File: src/rtl/reg_file_lifo.sv
// LIFO stack controller in front of a single-port register file.
// Zero-fills the register file after reset and on clear, then serves push/pop requests.
module reg_file_lifo #(
    parameter int width = 8
) (
    input  logic                      clk,
    input  logic                      rst,
    input  logic                      push,
    input  logic                      pop,
    input  logic                      clr,
    input  logic [width-1:0]          push_data,
    output logic [width-1:0]          pop_data,
    output logic                      pop_valid,
    output logic [$clog2(width):0]    count,
    output logic                      full,
    output logic                      empty,
    output logic                      busy,
    output logic                      ovf,
    output logic                      udf,
    output logic                      rf_wr_en,
    output logic [$clog2(width)-1:0]  rf_addr,
    output logic [width-1:0]          rf_wr_data,
    input  logic [width-1:0]          rf_rd_data
);

    localparam int M     = $clog2(width);
    localparam int DEPTH = 2 ** M;
    localparam logic [M:0]   SP_FULL = (M+1)'(DEPTH);
    localparam logic [M-1:0] K_LAST  = M'(DEPTH - 1);

    typedef enum logic [1:0] {S_INIT, S_RUN, S_CLR} state_t;

    state_t       state, state_next;
    logic [M-1:0] k, k_next;
    logic [M:0]   sp, sp_next;
    logic         load_rd, load_byp, set_ovf, set_udf, clr_flags;
    logic         sp_empty, sp_full;

    assign sp_empty = (sp == '0);
    assign sp_full  = (sp == SP_FULL);
    assign busy     = (state != S_RUN);

    always_comb begin
        state_next = state;
        k_next     = k;
        sp_next    = sp;
        rf_wr_en   = 1'b0;
        rf_addr    = sp[M-1:0] - 1'b1;
        rf_wr_data = '0;
        load_rd    = 1'b0;
        load_byp   = 1'b0;
        set_ovf    = 1'b0;
        set_udf    = 1'b0;
        clr_flags  = 1'b0;
        case (state)
            S_INIT, S_CLR: begin
                rf_wr_en = 1'b1;
                rf_addr  = k;
                k_next   = k + 1'b1;
                if (k == K_LAST) begin
                    state_next = S_RUN;
                    k_next     = '0;
                end
            end
            S_RUN: begin
                // Priority order matters: clear beats everything, replace-top beats plain push/pop.
                if (clr) begin
                    state_next = S_CLR;
                    k_next     = '0;
                    sp_next    = '0;
                    clr_flags  = 1'b1;
                end else if (push && pop && !sp_empty) begin
                    // Old top is read combinationally before the write lands at the edge.
                    rf_wr_en   = 1'b1;
                    rf_wr_data = push_data;
                    load_rd    = 1'b1;
                end else if (push && pop) begin
                    load_byp = 1'b1;
                end else if (push && !sp_full) begin
                    rf_wr_en   = 1'b1;
                    rf_addr    = sp[M-1:0];
                    rf_wr_data = push_data;
                    sp_next    = sp + 1'b1;
                end else if (push) begin
                    set_ovf = 1'b1;
                end else if (pop && !sp_empty) begin
                    load_rd = 1'b1;
                    sp_next = sp - 1'b1;
                end else if (pop) begin
                    set_udf = 1'b1;
                end
            end
            default: begin
                state_next = S_INIT;
                k_next     = '0;
            end
        endcase
    end

    always_ff @(posedge clk or negedge rst) begin
        if (!rst) begin
            state     <= S_INIT;
            k         <= '0;
            sp        <= '0;
            count     <= '0;
            full      <= 1'b0;
            empty     <= 1'b1;
            pop_valid <= 1'b0;
            pop_data  <= '0;
            ovf       <= 1'b0;
            udf       <= 1'b0;
        end else begin
            state     <= state_next;
            k         <= k_next;
            sp        <= sp_next;
            count     <= sp_next;
            full      <= (sp_next == SP_FULL);
            empty     <= (sp_next == '0);
            pop_valid <= load_rd | load_byp;
            if (load_rd) begin
                pop_data <= rf_rd_data;
            end else if (load_byp) begin
                pop_data <= push_data;
            end
            if (clr_flags) begin
                ovf <= 1'b0;
                udf <= 1'b0;
            end else begin
                if (set_ovf) ovf <= 1'b1;
                if (set_udf) udf <= 1'b1;
            end
        end
    end

endmodule

File: config.mk
export PLATFORM = sky130hd
export DESIGN_NAME = reg_file_lifo
export DESIGN_NICKNAME = d
export VERILOG_FILES = /design/src/rtl/reg_file_lifo.sv
export SDC_FILE = /design/constraint.sdc
export NUM_CORES = 1
export LEC_CHECK = 0
export BUFFER_PORTS_ARGS = -buffer_cell sky130_fd_sc_hd__buf_2
export CAP_MARGIN = 5
export CORE_MARGIN = 8
export CORE_UTILIZATION = 52
export DETAILED_ROUTE_END_ITERATION = 12
export PLACE_DENSITY_LB_ADDON = 0.25
export RECOVER_POWER = 50
export SYNTH_ARGS = -nofsm -noshare
export SYNTH_HDL_FRONTEND = slang
export SYNTH_SLANG_ARGS = --single-unit
File: constraint.sdc
create_clock -name clk -period 4.6 [get_ports clk]
set_clock_uncertainty 0.2 [all_clocks]
set_input_delay 0.92 -clock clk [delete_from_list [all_inputs] [get_ports clk]]
set_output_delay 0.92 -clock clk [all_outputs]
set_load 0.01 [all_outputs]
==> impl_results.md, run 1 <==
* Final core occ at 0.638
* Int Power at 0.492 mW
* Mapped Area at 1340 µm²
* Startpoint Class: primary input
* Setup Buffers After CTS at 0
* Die area at 4450 µm²
* Final Net Count at 211
* Required time of the critical path at 3.48 ns
* Detailed Route WL at 3530 µm
* Vias in the first global route at 1204
* CP max FO at 11
* Synth Warn # at 0
* Post-Syn Nets at 166
* Initial antenna violation count at 0
* Vert. Die Dim at 66.7 µm
* Gr usage total at 0.161
* Design Power at 0.871 mW
* Max-Slew Margin vs Limit at 0.225
* Final ANT Viol Nets at 0
* Layout cells sized above 1 at 0.270
* Drt via density at 5.77
* ANT cells at 0
* Combinational power share at 0.496
* Crit path time final at 3.56 ns
* Die X at 66.7 µm
* Max-cap check violation count at 0
* RSZ-0062 raised after global routing: no
* First-pass GRT wire length at 5600 µm
* Ports at 51
* Top FF cell, synth: dfrtp_1
* Setup CP Type: in2out
* Avg WL per Cell at 16.4 µm
* Register area share after synthesis at 0.412
* Status: complete, no violations
* Clk slew on worst S/H paths at 0.11 ns
* Placed insts at 211
* Setup TNS at 0 ns
* Gate Count Post-Synth at 141
* Measured slew at the worst slew-check pin at 1.16 ns
* Core ar. at 2450 µm²
* DP Wirelength at 2740 µm
* DRC at 0
* Gr ovfl total at 0
* Hold Path Class: reg2reg
* Sequential Power Share at 0.397
* Root Driver: clkbuf_4
* Post-CTS Resized at 0
* Fin cells at 215
* VDD IR max at 0.368 mV
* Post-synth EDFFs at 0
* Synthesized area per cell at 9.49 µm²
* Worst skew pair latency at 0.31 ns
* Pre-antenna DRT Iters at 6
* Final hold vios at 0
* Commonest non-fill, non-tap cell in the layout: buf_2
* Largest net degree at the start of global routing at 23
* H-Tree Depth at 1
* Power Density at 556 nW/µm²
* Leakage at 0.789 nW
* Clock sink total at 22
* WHS at 0.300 ns
* Clock share of power at 0.107
* Area growth, synth to finish at 16.9%
* Endpoints failing setup at 0
* Fill count at 219
* Unique masters post-synth at 46
* Switching share of power at 0.435
* Commonest cells after routing, fill and taps aside: buf_2, dfrtp_1, inv_1, clkbuf_1, nor2_1
* Starting Density at 0.545
* CP Capture Type: output port
* Asr flop ratio synth at 1.00
* CTS Buf Count at 3
* Cts hold-fix bufs at 0
* Fmax at 281 MHz
* Net Sw Power at 0.379 mW
* Worst Path Arrival at 2.44 ns
* Final max-slew violation count at 0
* GPL Wtd Cong at 0.938
* Row cnt at 18
* Drt first-iter violations at 138
* Register bit total from synthesis at 22
* Port Buf Inserts at 50
* Via count at 1241
* CTS tree: yes
* Clk buf depth at 2
* Period utilization at 0.774
==> per-stage QoR <==
step	setup slack [ns]	instance area, µm²
floorplan	1.48	1340
global placement	1.13	1560
detailed placement	1.08	1560
CTS	1.09	1590
global route	0.786	1570
finish	1.04	1570
==> routing by layer <==
layer | wire length, µm | track usage | vias to the layer above
met3 | 256 | 0.0520 | 4
met2 | 1780 | 0.265 | 35
li1 | - | - | 604
met4 | 29 | 0.0587 | 0
met5 | 0 | 0 | -
met1 | 1470 | 0.189 | 598
==> worst paths after layout <==
check,from,to,slack (ns),cells after the start
setup reg to reg,state[0],pop_data[1],1.88,7
hold reg to reg,pop_data[2],pop_data[2],0.30,2
min in group asynchronous,rst,k[2],0.60,1
setup / recovery,push,rf_addr[0],1.04,6
hold / removal,pop_data[2],pop_data[2],0.30,2
max in group asynchronous,rst,full,2.90,1
==> state kept, by name, indices dropped and copies added, names as in the netlist <==
name	flops
pop_data	8
sp	4
full	1
ovf	1
empty	1
pop_valid	1
k	3
state	2
udf	1
==> critical path, cell delays in order <==
cell     delay (ns)
buf_2          0.20
nor2b_1        0.54
nand3_1        0.22
xnor2_1        0.17
mux2_2         0.26
buf_2          0.14
==> power by group through the flow <==
stage          logic [mW]  clock network [mW]  registers [mW]
6_report            0.432              0.0932           0.346
5_1_grt             0.484               0.104           0.358
4_1_cts             0.452              0.0953           0.345
3_5_place_dp        0.451                   0           0.349
3_3_place_gp        0.441                   0           0.347
2_1_floorplan       0.298                   0           0.349
==> cells in the mapped netlist (3+ instances only) <==
library cell   n  area [µm²]
buf_2          5        25.0
inv_1         13        48.8
o21ai_0        3        15.0
a222oi_1       8        80.1
dfrtp_1       21         526
ha_1           4        50.1
a21oi_1        9        45.0
xnor2_1        3        26.3
and2_1         8        50.1
nor2b_1        3        18.8
nand2_1        9        33.8
nand3_1        4        20.0
nor2_1         9        33.8
==> cells by family after synthesis <==
| group | after synthesis | share of synthesized area |
|---|---|---|
| XOR/XNOR | 4 | 0.0262 |
| AND/OR/NAND/NOR | 44 | 0.184 |
| multiplexers | 2 | 0.0159 |
| adder cells (fa/ha/maj) | 4 | 0.0374 |
| flip-flops | 22 | 0.412 |
| AO/OA/AOI/OAI | 40 | 0.236 |
| buffers and inverters | 25 | 0.0888 |
==> area by class of cell <==
type | count | area (µm²) | area share
Sequential cell | 22 | 552 | 0.353
Inverter | 15 | 56.3 | 0.0360
Tap cell | 30 | 37.5 | 0.0240
Multi-Input combinational cell | 94 | 658 | 0.420
Timing Repair Buffer | 50 | 235 | 0.150
Clock buffer | 4 | 26.3 | 0.0168
(Power assumes the default switching activity.)
==> run 2: changes to the inputs <==
CORE_UTILIZATION = 48   (was 52)
clock period = 3.65 ns   (was 4.6 ns; I/O delays follow)
==> run 2 against run 1 <==
  * Total power increased by 35%
  * Combinational power increased by 26%
  * Highest routed layer unchanged
  * Critical endpoint is now rf_addr[1]
  * Sequential cell count unchanged
  * Register-to-register slack got worse by 0.92 ns
  * Hold slack improved by 0.018 ns
==> impl_results.md, run 2 (same netlist as run 1, synthesis figures left out) <==
* Required time of the critical path at 2.72 ns (-0.76 ns)
* Period utilization at 0.921
* Sequential Power Share at 0.373 (-0.024)
* Crit path cell chain: inv_2 -> nor2_1 -> inv_2 -> nor2_1 -> a41oi_1 -> a21oi_1 -> buf_2
* Commonest cells after routing, fill and taps aside: buf_2, dfrtp_1, inv_1
* Setup Buffers After CTS at 0 (unchanged)
* CTS Buf Count at 3 (unchanged)
* Drt via density at 5.87 (+1.6%)
* H-Tree Depth at 1 (unchanged)
* Biggest register: pop_data
* Combinational power share at 0.463 (-0.033)
* Port Buf Inserts at 50 (unchanged)
* Worst setup path start: state[0]
* Int Power at 0.689 mW (+40%)
* Gr usage total at 0.157 (-0.00371)
* Fmax at 297 MHz
* ANT cells at 0 (unchanged)
* Worst Path Arrival at 2.43 ns (about the same)
* Gr ovfl total at 0 (unchanged)
* Fill count at 258 (+18%)
* Worst r2r src: state[0]
* CP Capture Type: output port
* Clock sink total at 22 (unchanged)
* Status: complete, no violations
* Worst R2R Path Depth at 7 (unchanged)
* Final hold vios at 0 (unchanged)
* Leakage at 0.810 nW (+2.6%)
* Final max-slew violation count at 0 (unchanged)
* WP depth at 7 (+1)
* Hold Path Class: reg2reg
* Net Sw Power at 0.484 mW (+28%)
* Commonest non-fill, non-tap cell in the layout: buf_2
* VDD IR max at 0.425 mV (+16%)
* Largest net degree at the start of global routing at 23 (unchanged)
* Worst skew pair latency at 0.32 ns (about the same)
* GPL Wtd Cong at 0.834 (-11%)
* Ports at 51 (unchanged)
* Crit-path max cell delay at 0.54 ns (about the same)
* Root Driver: clkbuf_4
* Power Density at 733 nW/µm² (+32%)
* First-pass GRT wire length at 5840 µm (+4.3%)
* Core ar. at 2710 µm² (+10%)
* Starting Density at 0.494 (-0.0514)
* Design Power at 1.17 mW (+35%)
* Switching share of power at 0.412 (-0.0224)
* Flop2flop setup slack at 0.96 ns (-0.92 ns)
* Startpoint Class: flip-flop
* Drt first-iter violations at 111 (-20%)
* CP max FO at 10 (-1)
* Max-cap check violation count at 0 (unchanged)
* Endpoints failing setup at 0 (unchanged)
* Clk buf depth at 2 (unchanged)
* CP bufs+invs at 3 (+1)
* DP Wirelength at 2800 µm (+2.1%)
* Family with the most delay on the worst path: simple AND/OR/NAND/NOR gates
* Layout cells sized above 1 at 0.285 (+0.0147)
* Die X at 68.8 µm (+3.1%)
* Detailed Route WL at 3590 µm (+1.6%)
* Vert. Die Dim at 68.8 µm (+3.1%)
* RSZ-0062 raised after global routing: no
* Post-CTS Resized at 0 (unchanged)
* Slowest stage cell, crit path: dfrtp_1
* DRC at 0 (unchanged)
* Final Net Count at 212 (+0.47%)
* WHS at 0.318 ns (+0.0182 ns)
* Via count at 1273 (+2.6%)
* Setup CP Type: reg2out
* Initial antenna violation count at 0 (unchanged)
* Area growth, synth to finish at 19.6%
* Row cnt at 19 (+1)
* Vias in the first global route at 1294 (+7.5%)
* Cts hold-fix bufs at 0 (unchanged)
* Max reg flops at 8 (unchanged)
* Pre-antenna DRT Iters at 6 (unchanged)
* RR Endpoint: pop_data[1]
* Max-Slew Margin vs Limit at 0.223 (-0.00134)
* CTS tree: yes
* Measured slew at the worst slew-check pin at 1.17 ns (+0.00201 ns)
* Clk slew on worst S/H paths at 0.13 ns (+0.02 ns)
* Largest regs: pop_data (8), sp (4), k (3)
* End of the critical path: rf_addr[1]
* Setup TNS at 0 ns (unchanged)
* Clock share of power at 0.164 (+0.057)
* Final ANT Viol Nets at 0 (unchanged)
* Crit path time final at 3.36 ns
* Avg WL per Cell at 16.5 µm (+0.71%)
* Die area at 4730 µm² (+6.3%)
run 2: metal layers:
layer / wire length [µm] / track usage / share of wire / vias to the layer above
li1: - / - / - / 607
met2: 1840 / 0.274 / 0.51 / 39
met5: 0 / 0 / 0 / -
met1: 1420 / 0.187 / 0.40 / 617
met4: 63 / 0.0501 / 0.018 / 0
met3: 263 / 0.0355 / 0.073 / 10
run 2: final cells by class:
type,instances,area [µm²],area share
Clock buffer,3,22.5,0.0141
Clock inverter,1,30.0,0.0187
Inverter,15,56.3,0.0352
Multi-Input combinational cell,94,658,0.411
Sequential cell,22,552,0.345
Tap cell,31,38.8,0.0242
Timing Repair Buffer,51,244,0.152
run 2: worst reg2reg max path, cell delays in order (launching register included):
cell and delay, ns:
dfrtp_1 0.54, inv_2 0.11, nor2_1 0.42, inv_2 0.14
nor2_1 0.40, o211ai_2 0.30, a222oi_1 0.40, inv_1 0.08
run 2: worst min path at each step:
stage,start,end,slack [ns],cells past startpoint
after floorplan,rst,full,0.23,0
after global placement,pop_data[4],pop_data[4],0.27,2
after detailed placement,pop_data[2],pop_data[2],0.27,2
after CTS,rst,full,0.17,1
after global routing,k[0],k[0],0.35,1
final,pop_data[0],pop_data[0],0.32,2
run 2: power by group through the flow:
stage	logic, mW	clock network [mW]	registers, mW
5_1_grt	0.605	0.200	0.453
3_5_place_dp	0.565	0	0.442
3_3_place_gp	0.552	0	0.435
6_report	0.543	0.192	0.438
2_1_floorplan	0.375	0	0.439
4_1_cts	0.569	0.192	0.438
run 2: through the flow:
| step | instances | util | cell area, µm² | setup slack [ns] |
|---|---|---|---|---|
| after floorplan | 141 | - | 1340 | 0.910 |
| after global placement | 213 | 0.580 | 1570 | 0.743 |
| after detailed placement | 213 | 0.580 | 1570 | 0.669 |
| after CTS | 217 | 0.600 | 1630 | 0.449 |
| after global routing | 217 | 0.591 | 1600 | 0.0898 |
| final | 217 | 0.591 | 1600 | 0.287 |
==> run 3: changes to the inputs <==
GPL_TIMING_DRIVEN = 0   (was default)
clock period = 3.1 ns   (was 3.65 ns; I/O delays follow)
==> run 3 against run 2 <==
  * Critical path depth rose by 1
  * Cell count up 3.2%
  * Die area did not move
  * Wire length rose by 1.1%
  * Largest cell class unchanged
  * First-iteration DRC count shrank 17%
  * Global-route usage about the same
  * Core utilization rose by 1.8 points
  * Worst setup slack got worse by 0.16 ns
  * Non-clock buffer count increased by 7
  * Via count increased by 1.6%
  * Sequential power is 11% higher
  * Highest routed layer unchanged
==> impl_results.md, run 3 (same netlist as run 1, synthesis figures left out) <==
* Worst skew pair latency at 0.32 ns (about the same)
* Area growth, synth to finish at 23.4%
* Final core occ at 0.609 (+0.0185)
* VDD IR max at 0.494 mV (+16%)
* Biggest register: pop_data
* Core ar. at 2710 µm² (unchanged)
* Fill count at 259 (+0.39%)
* Clk buf depth at 2 (unchanged)
* Detailed Route WL at 3630 µm (+1.1%)
* Gr ovfl total at 0 (unchanged)
* Startpoint Class: flip-flop
* Final hold vios at 0 (unchanged)
* Pre-CTS setup slack at 0.264 ns (-0.405 ns)
* Vias in the first global route at 1202 (-7.1%)
* H-Tree Depth at 1 (unchanged)
* Row cnt at 19 (unchanged)
* Final Net Count at 219 (+3.3%)
* Design Area, Final at 1650 µm² (+3.1%)
* Final worst setup slack at 0.126 ns (-0.161 ns)
* Status: complete, no violations
* Clk slew on worst S/H paths at 0.13 ns (about the same)
* CTS Buf Count at 3 (unchanged)
* Flop2flop setup slack at 0.57 ns (-0.39 ns)
* Worst r2r src: sp[0]
* Placed inst area at 1620 µm² (+2.9%)
* Max reg flops at 8 (unchanged)
* Commonest non-fill, non-tap cell in the layout: buf_2
* Fin cells at 224 (+3.2%)
* Starting Density at 0.494 (unchanged)
* DRC at 0 (unchanged)
* Pre-antenna DRT Iters at 6 (unchanged)
* Worst Path Arrival at 2.15 ns (-0.28 ns)
* Fmax at 336 MHz
* Vert. Die Dim at 68.8 µm (unchanged)
* First-pass GRT wire length at 5690 µm (-2.7%)
* Drt first-iter violations at 92 (-17%)
* Largest net degree at the start of global routing at 23 (unchanged)
* Commonest cells after routing, fill and taps aside: buf_2, dfrtp_1, inv_1
* Power Density at 826 nW/µm² (+13%)
* Port Buf Inserts at 48 (-4.0%)
* CP Capture Type: output port
* Root Driver: clkbuf_4
* GPL Wtd Cong at 0.855 (+2.5%)
* Drt via density at 5.77 (-1.6%)
* Leakage at 0.831 nW (+2.5%)
* Ports at 51 (unchanged)
* Hold Path Class: in2async
* Measured slew at the worst slew-check pin at 1.15 ns (-0.0103 ns)
* Endpoints failing setup at 0 (unchanged)
* Worst setup path start: sp[0]
* Placed insts at 220 (+3.3%)
* Via count at 1293 (+1.6%)
* Required time of the critical path at 2.28 ns (-0.44 ns)
* Layout cells sized above 1 at 0.326 (+0.0415)
* Avg WL per Cell at 16.2 µm (-2.0%)
* Largest regs: pop_data (8), sp (4), k (3)
* ANT cells at 0 (unchanged)
* Die area at 4730 µm² (unchanged)
* Crit path time final at 2.97 ns
* Clock sink total at 22 (unchanged)
* Design Power at 1.36 mW (+16%)
* Period utilization at 0.959
* Max-cap check violation count at 0 (unchanged)
* Cts hold-fix bufs at 0 (unchanged)
* Initial antenna violation count at 0 (unchanged)
* Final max-slew violation count at 0 (unchanged)
* Final ANT Viol Nets at 0 (unchanged)
* Die X at 68.8 µm (unchanged)
* CP max FO at 8 (-2)
* Setup CP Type: reg2out
* DP Wirelength at 2780 µm (-0.83%)
* Gr usage total at 0.157 (-0.000228)
* CTS tree: yes
* Max-Slew Margin vs Limit at 0.230 (+0.00686)
run 3: what timing repair did:
action | in CTS | in global routing
setup endpoints to repair | 0 | 8
setup buffers | 0 | 0
gates resized for setup | 0 | 3
run 3: power breakdown:
group	total (mW)	switching, mW	internal [mW]
combinational	0.716	0.408	0.308
clock	0.163	0.0907	0.0718
sequential	0.485	0.0840	0.401
run 3: final timing paths:
check,endpoint,cells after the start
setup / recovery,rf_wr_data[0],8
hold / removal,sp[1],1
setup reg to reg,pop_data[4],8
hold reg to reg,pop_data[7],2
max in group asynchronous,pop_data[0],1
min in group clk,pop_data[7],2
run 3: cell type report:
cell class | count | area, µm² | area share
buffer | 10 | 62.6 | 0.0379
clock buffer | 4 | 36.3 | 0.0220
inverter | 15 | 56.3 | 0.0341
multi-input combinational | 94 | 678 | 0.411
sequential | 22 | 552 | 0.334
tap | 31 | 38.8 | 0.0235
timing repair buffer | 48 | 228 | 0.138
run 3: layer usage:
layer / wire [µm] / GRT usage
met4: 29 / 0.0476
met2: 1910 / 0.269
met5: 0 / 0
met1: 1500 / 0.195
met3: 188 / 0.0291
run 3: through the flow:
stage | hold WS, ns | TNS [ns]
floorplan | 0.124 | 0
global placement | 0.270 | 0
detailed placement | 0.271 | 0
CTS | 0.0564 | 0
global route | 0.319 | -0.00184
finish | 0.294 | 0
run 3: critical path, stage by stage (launching register included):
cell and delay, ns:
dfrtp_1 0.49, inv_1 0.16, ha_1 0.29, nor2b_2 0.28, nand2_1 0.09, nand2_1 0.14
nor2_4 0.07, and2_1 0.18, buf_2 0.13
